### src/rtl/arduino_packet_rx_pkg.sv
`default_nettype none
// ============================================================================
//  Module   : arduino_packet_rx_pkg
//  Purpose  : Shared definitions for the Arduino block-update receiver:
//             GPIO bus field positions, grid size and FSM state encoding.
//  Ports    : none (package)
//  Revision : 1.0 - initial release
// ============================================================================
package arduino_packet_rx_pkg;

  // 10-bit GPIO word layout: [9:6]=X, [5:2]=Y, [1:0]=VALUE
  localparam int BUS_W = 10;
  localparam int X_MSB = 9;
  localparam int X_LSB = 6;
  localparam int Y_MSB = 5;
  localparam int Y_LSB = 2;
  localparam int V_MSB = 1;
  localparam int V_LSB = 0;

  // 16x16 block memory, addressed by an 8-bit sweep index {x, y}
  localparam int GRID_ENTRIES = 256;
  localparam int IDX_W        = 8;

  typedef enum logic [2:0] {
    ST_SWEEP    = 3'd0,
    ST_IDLE     = 3'd1,
    ST_SETTLE   = 3'd2,
    ST_COMMIT   = 3'd3,
    ST_WAIT_LOW = 3'd4
  } state_e;

endpackage
`default_nettype wire

### src/rtl/arduino_packet_rx_if.sv
`default_nettype none
// ============================================================================
//  Module   : arduino_packet_rx_if
//  Purpose  : Bundles the GPIO-side inputs and block-memory write-port
//             outputs of the Arduino receiver.
//  Ports    : master - drives DATA_IN/ENABLE_IN/CLEAR_IN, observes outputs
//             slave  - the receiver: consumes the GPIO inputs, drives
//                      X_COORD/Y_COORD/VALUE/W_EN/BUSY/DROP_CNT
//  Revision : 1.0 - initial release
// ============================================================================
interface arduino_packet_rx_if #(
  parameter int DROP_W = 8
);
  import arduino_packet_rx_pkg::*;

  logic [BUS_W-1:0]  DATA_IN;
  logic              ENABLE_IN;
  logic              CLEAR_IN;
  logic [3:0]        X_COORD;
  logic [3:0]        Y_COORD;
  logic [1:0]        VALUE;
  logic              W_EN;
  logic              BUSY;
  logic [DROP_W-1:0] DROP_CNT;

  modport master (
    output DATA_IN, ENABLE_IN, CLEAR_IN,
    input  X_COORD, Y_COORD, VALUE, W_EN, BUSY, DROP_CNT
  );

  modport slave (
    input  DATA_IN, ENABLE_IN, CLEAR_IN,
    output X_COORD, Y_COORD, VALUE, W_EN, BUSY, DROP_CNT
  );

endinterface
`default_nettype wire

### src/rtl/arduino_packet_rx_sync_2ff.sv
`default_nettype none
// ============================================================================
//  Module   : sync_2ff
//  Purpose  : Two-flop synchroniser for asynchronous inputs, per-bit.
//  Ports    : clk_i  - destination clock
//             rst_ni - asynchronous active-low reset (both stages to 0)
//             d_i    - asynchronous input, WIDTH bits
//             q_o    - synchronised output, WIDTH bits
//  Revision : 1.0 - initial release
// ============================================================================
module sync_2ff #(
  parameter int WIDTH = 1
) (
  input  logic             clk_i,
  input  logic             rst_ni,
  input  logic [WIDTH-1:0] d_i,
  output logic [WIDTH-1:0] q_o
);

  logic [WIDTH-1:0] meta_q;
  logic [WIDTH-1:0] sync_q;

  always_ff @(posedge clk_i or negedge rst_ni) begin
    if (!rst_ni) begin
      meta_q <= '0;
      sync_q <= '0;
    end else begin
      meta_q <= d_i;
      sync_q <= meta_q;
    end
  end

  assign q_o = sync_q;

endmodule
`default_nettype wire

### src/rtl/arduino_packet_rx.sv
`default_nettype none
// ============================================================================
//  Module   : arduino_packet_rx
//  Purpose  : Receives block-update words from the Arduino GPIO bus and turns
//             each accepted strobe into one write of (x, y, value) into the
//             16x16 block memory. Clears the whole memory after reset and on
//             a CLEAR_IN rising edge.
//  Ports    : CLOCK_50 - system clock, posedge
//             RESET_N  - asynchronous active-low reset
//             bus      - slave side: DATA_IN/ENABLE_IN/CLEAR_IN in,
//                        X_COORD/Y_COORD/VALUE/W_EN/BUSY/DROP_CNT out
//  Revision : 1.0 - initial release
// ============================================================================
module arduino_packet_rx
  import arduino_packet_rx_pkg::*;
#(
  parameter int         STABLE_CYCLES = 4,
  parameter logic [1:0] CLEAR_VALUE   = 2'b00,
  parameter int         DROP_W        = 8
) (
  input  logic               CLOCK_50,
  input  logic               RESET_N,
  arduino_packet_rx_if.slave bus
);

  localparam int              CNT_W    = (STABLE_CYCLES > 1) ? $clog2(STABLE_CYCLES) : 1;
  localparam logic [CNT_W-1:0] CNT_LAST = CNT_W'(STABLE_CYCLES - 1);
  localparam logic [IDX_W-1:0] IDX_LAST = IDX_W'(GRID_ENTRIES - 1);

  // Synchronised inputs
  logic [BUS_W-1:0] data_s;
  logic             en_s;
  logic             clr_s;

  sync_2ff #(.WIDTH(BUS_W)) u_sync_data (.clk_i(CLOCK_50), .rst_ni(RESET_N), .d_i(bus.DATA_IN),   .q_o(data_s));
  sync_2ff #(.WIDTH(1))     u_sync_en   (.clk_i(CLOCK_50), .rst_ni(RESET_N), .d_i(bus.ENABLE_IN), .q_o(en_s));
  sync_2ff #(.WIDTH(1))     u_sync_clr  (.clk_i(CLOCK_50), .rst_ni(RESET_N), .d_i(bus.CLEAR_IN),  .q_o(clr_s));

  logic en_prev_q, clr_prev_q;
  logic en_rise, clr_rise;

  assign en_rise  = en_s  & ~en_prev_q;
  assign clr_rise = clr_s & ~clr_prev_q;

  state_e            state_q, state_d;
  logic [IDX_W-1:0]  idx_q,   idx_d;
  logic [CNT_W-1:0]  cnt_q,   cnt_d;
  logic [BUS_W-1:0]  cap_q,   cap_d;
  logic [DROP_W-1:0] drop_q,  drop_d;
  logic [3:0]        x_q,     x_d;
  logic [3:0]        y_q,     y_d;
  logic [1:0]        v_q,     v_d;
  logic              wen_q,   wen_d;
  logic              busy_q,  busy_d;
  logic              drop_inc;

  always_ff @(posedge CLOCK_50 or negedge RESET_N) begin
    if (!RESET_N) begin
      state_q    <= ST_SWEEP;
      idx_q      <= '0;
      cnt_q      <= '0;
      cap_q      <= '0;
      drop_q     <= '0;
      x_q        <= '0;
      y_q        <= '0;
      v_q        <= '0;
      wen_q      <= 1'b0;
      busy_q     <= 1'b1;
      en_prev_q  <= 1'b0;
      clr_prev_q <= 1'b0;
    end else begin
      state_q    <= state_d;
      idx_q      <= idx_d;
      cnt_q      <= cnt_d;
      cap_q      <= cap_d;
      drop_q     <= drop_d;
      x_q        <= x_d;
      y_q        <= y_d;
      v_q        <= v_d;
      wen_q      <= wen_d;
      busy_q     <= busy_d;
      en_prev_q  <= en_s;
      clr_prev_q <= clr_s;
    end
  end

  always_comb begin
    state_d  = state_q;
    idx_d    = idx_q;
    cnt_d    = cnt_q;
    cap_d    = cap_q;
    x_d      = x_q;
    y_d      = y_q;
    v_d      = v_q;
    wen_d    = 1'b0;
    drop_inc = 1'b0;

    case (state_q)
      ST_SWEEP: begin
        // CLEAR and strobes are deliberately ignored until all 256 entries are written
        wen_d = 1'b1;
        x_d   = idx_q[7:4];
        y_d   = idx_q[3:0];
        v_d   = CLEAR_VALUE;
        idx_d = idx_q + 1'b1;
        if (idx_q == IDX_LAST) begin
          // A strobe already high must not be taken as a fresh word
          state_d = en_s ? ST_WAIT_LOW : ST_IDLE;
        end
      end
      ST_IDLE: begin
        if (clr_rise) begin
          state_d = ST_SWEEP;
          idx_d   = '0;
        end else if (en_rise) begin
          cap_d   = data_s;
          cnt_d   = '0;
          state_d = ST_SETTLE;
        end
      end
      ST_SETTLE: begin
        if (!en_s || clr_rise) begin
          drop_inc = 1'b1;
          idx_d    = '0;
          state_d  = clr_rise ? ST_SWEEP : ST_IDLE;
        end else if (data_s != cap_q) begin
          // Data still moving: restart the stability window on the new word
          cap_d = data_s;
          cnt_d = '0;
        end else if (cnt_q == CNT_LAST) begin
          state_d = ST_COMMIT;
        end else begin
          cnt_d = cnt_q + 1'b1;
        end
      end
      ST_COMMIT: begin
        wen_d = 1'b1;
        x_d   = cap_q[X_MSB:X_LSB];
        y_d   = cap_q[Y_MSB:Y_LSB];
        v_d   = cap_q[V_MSB:V_LSB];
        if (clr_rise) begin
          state_d = ST_SWEEP;
          idx_d   = '0;
        end else begin
          state_d = ST_WAIT_LOW;
        end
      end
      ST_WAIT_LOW: begin
        if (clr_rise) begin
          state_d = ST_SWEEP;
          idx_d   = '0;
        end else if (!en_s) begin
          state_d = ST_IDLE;
        end
      end
      default: begin
        state_d = ST_SWEEP;
        idx_d   = '0;
      end
    endcase

    // BUSY rises as soon as a sweep is scheduled and falls one cycle after the last sweep write
    busy_d = (state_d == ST_SWEEP) || (state_q == ST_SWEEP);
    drop_d = (drop_inc && (drop_q != {DROP_W{1'b1}})) ? drop_q + 1'b1 : drop_q;
  end

  assign bus.X_COORD  = x_q;
  assign bus.Y_COORD  = y_q;
  assign bus.VALUE    = v_q;
  assign bus.W_EN     = wen_q;
  assign bus.BUSY     = busy_q;
  assign bus.DROP_CNT = drop_q;

endmodule
`default_nettype wire
### src/flat_wrapper.sv
// flat-port wrapper written by rule: the top's interface ports become plain ports
module arduino_packet_rx_flat import arduino_packet_rx_pkg::*;
#(
  parameter int         STABLE_CYCLES = 4,
  parameter logic [1:0] CLEAR_VALUE   = 2'b00,
  parameter int         DROP_W        = 8
)
  (CLOCK_50, RESET_N, bus_DATA_IN, bus_ENABLE_IN, bus_CLEAR_IN, bus_X_COORD, bus_Y_COORD, bus_VALUE, bus_W_EN, bus_BUSY, bus_DROP_CNT);
  arduino_packet_rx_if #(.DROP_W(DROP_W)) bus_i ();
  input  logic CLOCK_50;
  input  logic RESET_N;
  input wire logic [$bits(bus_i.DATA_IN)-1:0] bus_DATA_IN;
  input wire logic [$bits(bus_i.ENABLE_IN)-1:0] bus_ENABLE_IN;
  input wire logic [$bits(bus_i.CLEAR_IN)-1:0] bus_CLEAR_IN;
  output wire logic [$bits(bus_i.X_COORD)-1:0] bus_X_COORD;
  output wire logic [$bits(bus_i.Y_COORD)-1:0] bus_Y_COORD;
  output wire logic [$bits(bus_i.VALUE)-1:0] bus_VALUE;
  output wire logic [$bits(bus_i.W_EN)-1:0] bus_W_EN;
  output wire logic [$bits(bus_i.BUSY)-1:0] bus_BUSY;
  output wire logic [$bits(bus_i.DROP_CNT)-1:0] bus_DROP_CNT;
  assign bus_i.DATA_IN = bus_DATA_IN;
  assign bus_i.ENABLE_IN = bus_ENABLE_IN;
  assign bus_i.CLEAR_IN = bus_CLEAR_IN;
  assign bus_X_COORD = bus_i.X_COORD;
  assign bus_Y_COORD = bus_i.Y_COORD;
  assign bus_VALUE = bus_i.VALUE;
  assign bus_W_EN = bus_i.W_EN;
  assign bus_BUSY = bus_i.BUSY;
  assign bus_DROP_CNT = bus_i.DROP_CNT;
  arduino_packet_rx #(.STABLE_CYCLES(STABLE_CYCLES), .CLEAR_VALUE(CLEAR_VALUE), .DROP_W(DROP_W)) u_core (.CLOCK_50(CLOCK_50), .RESET_N(RESET_N), .bus(bus_i));
endmodule
### config.mk
export PLATFORM = sky130hd
export DESIGN_NAME = arduino_packet_rx_flat
export DESIGN_NICKNAME = d
export VERILOG_FILES = /design/src/rtl/arduino_packet_rx_pkg.sv /design/src/rtl/arduino_packet_rx_if.sv /design/src/rtl/arduino_packet_rx_sync_2ff.sv /design/src/rtl/arduino_packet_rx.sv /design/src/flat_wrapper.sv
export SDC_FILE = /design/constraint.sdc
export NUM_CORES = 1
export LEC_CHECK = 0
export ABC_AREA = 1
export CORE_MARGIN = 1
export CORE_UTILIZATION = 45
export DETAILED_ROUTE_END_ITERATION = 10
export HOLD_SLACK_MARGIN = 0.05
export PLACE_DENSITY = 0.67
export SLEW_MARGIN = 15
export SYNTH_ARGS = -nofsm -noshare
export SYNTH_HDL_FRONTEND = slang
export SYNTH_SLANG_ARGS = --single-unit
### constraint.sdc
create_clock -name CLOCK_50 -period 1.8 [get_ports CLOCK_50]
set_input_delay 0.36 -clock CLOCK_50 [delete_from_list [all_inputs] [get_ports CLOCK_50]]
set_output_delay 0.36 -clock CLOCK_50 [all_outputs]
set_load 0.005 [all_outputs]
==> impl_metrics.env <==
export IMPL_p_clk_frac=0.457
export IMPL_place_gp_congestion=0.8913
export IMPL_critPathMaxFanout=1
export IMPL_pin_count=34
export IMPL_period_needed_ns=1.705
export IMPL_firstDrtPassIters=4
export IMPL_drive_gt1_frac=0.1486
export IMPL_switchingPower_uw=620.5
export IMPL_final_design_area_no_fill_um2=3613
export IMPL_holdPathStages=0
export IMPL_crit_buf_inv=1
export IMPL_reg2reg_from="u_core.state_q[2]"
export IMPL_synthDistinctLibCells=32
export IMPL_drv_slew=0
export IMPL_cpLargestDelayFamily="flip-flops"
export IMPL_leakage_uw=0.001697
export IMPL_drt_iter0_markers=127
export IMPL_rrSetupSlack_ns=0.13
export IMPL_r2r_end="u_core.idx_q[4]"
export IMPL_vias_per_cell=4.896
export IMPL_io_buffers=33
export IMPL_fp_row_count=28
export IMPL_clock_latency_ns=0.34
export IMPL_setup_worst_path_end_class="output pin"
export IMPL_dieArea_um2=6696
export IMPL_dieWidth_um=81.83
export IMPL_worst_path_stages=1
export IMPL_maxCapViolations=0
export IMPL_antenna_found_initial=0
export IMPL_cp_slowest_cell="dfstp_2"
export IMPL_max_freq_mhz=586.6
export IMPL_cts_sinks=69
export IMPL_die_h_um=81.83
export IMPL_switching_share=0.2003
export IMPL_hpwl_um=3883
export IMPL_rsz0062_at_grt="no"
export IMPL_grt_util_all_layers=0.1867
export IMPL_remaining_drc_errors=0
export IMPL_cts_root_buf="clkbuf_8"
export IMPL_crit_path_end="bus_BUSY"
export IMPL_p_int_uw=2477
export IMPL_yosysWarnings=0
export IMPL_syn_area_um2=2868
export IMPL_core_area_um2=6026
export IMPL_vias=2081
export IMPL_final_setup_tns_ns=0
export IMPL_status="finished, final reports clean"
export IMPL_grt_pass1_vias=1995
export IMPL_fill_cells=523
export IMPL_grt_overflow_total=0
export IMPL_period_share=0.9471
export IMPL_cts_made_buffers=9
export IMPL_ys_seq_elements=69
export IMPL_maxSlewHeadroom=0.6978
export IMPL_wl_per_cell_um=12.82
export IMPL_nNetsFinal=362
export IMPL_grt_pass1_wl_um=9018
export IMPL_synth_area_per_cell_um2=9.788
export IMPL_worstPathCellList="clkdlybuf4s50_1"
export IMPL_worst_hold_path_type="reg -> reg"
export IMPL_fin_skew_ns=0.005435
export IMPL_worstSetupPathType="reg -> out"
export IMPL_max_slew_worst_pin_slew_ns=0.4533
export IMPL_ant_nets=0
export IMPL_ys_seq_area_frac=0.6025
export IMPL_netlist_instances=293
export IMPL_power_density_nw_per_um2=857.2
export IMPL_ff2ff_path_depth=7
export IMPL_slowest_delay_ns=0.52
export IMPL_vdd_drop_max_v=0.0005999
export IMPL_hold_viol=0
export IMPL_start_kind="register"
export IMPL_clkSlewWorstSetupHoldPaths_ns=0.07
export IMPL_p_comb_frac=0.029
export IMPL_antennaDiodeCount=0
export IMPL_area_growth_pct=26.00
export IMPL_setup_viol=0
export IMPL_htreeDepth=3
export IMPL_cts_tree="done"
export IMPL_crit_path_start="u_core.bus.BUSY"
export IMPL_crit_arrival_ns=1.34
export IMPL_sequentialPowerShare=0.514
export IMPL_dpl_cell_area_um2=3333
export IMPL_ctsLongestPathBuffers=2
export IMPL_syn_num_nets=310
export IMPL_initial_core_util=0.4759
export IMPL_wl_um=5447
export IMPL_required_ns=1.44
export IMPL_grt_max_degree=56
cell families after synthesis:
kind of cell,count (synthesis),share of synthesized area
adder cells (fa/ha/maj),3,0.01309
AND/OR/NAND/NOR,129,0.1998
buffers and inverters,41,0.05628
AO/OA/AOI/OAI,37,0.08377
multiplexers,2,0.007853
flip-flops,69,0.6025
XOR/XNOR,12,0.03665
flip-flops by register name, indices dropped and copies added, names as in the netlist, 3 cells and up:
register and count:
u_core.cap_q 10, u_core.u_sync_data.meta_q 10, u_core.u_sync_data.q_o 10, u_core.bus.DROP_CNT 8, u_core.idx_q 8, u_core.bus.X_COORD 4
u_core.bus.Y_COORD 4, u_core.state_q 3
cells in the final DEF (no fill, tap or decap), drive strengths merged, types with 3 or more instances in the layout:
cell type      synthesis  layout
nand4                  3       3
nor3                   6       6
nor2                  30      30
ha                     3       3
xor2                   5       5
clkbuf                 0      13
buf                    1       8
xnor2                  7       7
dfrtp                 68      68
clkdlybuf4s50          0      32
nand2                 73      74
a21oi                 11      11
o21ai                 21      21
inv                   39      39
nand3                 13      13
what timing repair did:
item                                   in CTS  in global routing
setup buffers                               0                  1
endpoints found under the hold margin      13                  0
gates resized for setup                     0                  6
hold buffers                                1                  0
setup endpoints to repair                   0                 16
Yosys cell counts, drive strengths merged:
library cell  number  area [um2]
dfstp              1       26.28
nor4               1       6.260
a21oi             11       58.81
nand2             73       286.5
buf                1       11.26
ha                 3       37.54
o221ai             2       17.52
nor3               6       40.04
nor3b              2       20.02
nor2              30       127.6
a22o               1       8.760
o31ai              1       21.27
nand4              3       18.77
o21ai             21       127.6
inv               39       146.4
o22ai              1       6.260
nand3             13       65.06
or2                1       8.760
clkinv             1       3.750
dfrtp             68        1702
xor2               5       43.79
mux2               2       22.52
xnor2              7       61.31
area by class of cell:
type	instances	area, um2	share of cell area
flip-flops and latches	69	1728	0.4782
multi-input cells	184	1011	0.2798
repair buffers	41	400.4	0.1108
clock buffers	13	158.9	0.04397
inverters	40	153.9	0.04259
well taps	75	93.84	0.02597
clock inverters	3	67.56	0.01870
power groups by stage:
stage | Sequential [uW] | Combinational [uW] | Clock (uW)
after floorplan | 1620 | 24.6 | 0
after global placement | 1620 | 89.0 | 0
after detailed placement | 1620 | 91.2 | 0
after CTS | 1590 | 93.1 | 1460
after global routing | 1590 | 102 | 1510
final | 1590 | 89.7 | 1410
layer usage:
layer	track usage	wire length (um)	up-vias
met5	0	0	-
met4	0.1000	75	0
met3	0.04222	178	6
met2	0.2843	2633	40
met1	0.2480	2560	997
li1	-	-	1038
per-stage QoR:
stage	hold slack [ns]	util	setup slack, ns	total power [uW]	std cells
3_3_place_gp	0.2924	0.5532	0.1099	1710	406
6_report	0.3498	0.5997	0.09530	3097	425
5_1_grt	0.3550	0.5997	0.001160	3209	425
2_1_floorplan	0.06441	-	0.1767	1643	293
4_1_cts	0.3483	0.5924	0.06467	3143	423
3_5_place_dp	0.2961	0.5532	0.07973	1714	406
worst min-delay path by stage:
stage	start	to	slack [ns]
2_1_floorplan	RESET_N	u_core.bus.DROP_CNT[0]	0.06
5_1_grt	u_core.u_sync_data.meta_q[5]	u_core.u_sync_data.q_o[5]	0.36
4_1_cts	u_core.u_sync_data.meta_q[5]	u_core.u_sync_data.q_o[5]	0.35
3_3_place_gp	RESET_N	u_core.bus.X_COORD[1]	0.29
6_report	u_core.u_sync_en.meta_q	u_core.u_sync_en.q_o	0.35
3_5_place_dp	RESET_N	u_core.bus.X_COORD[1]	0.30
No activity file was read; power rests on OpenSTA's default activity.
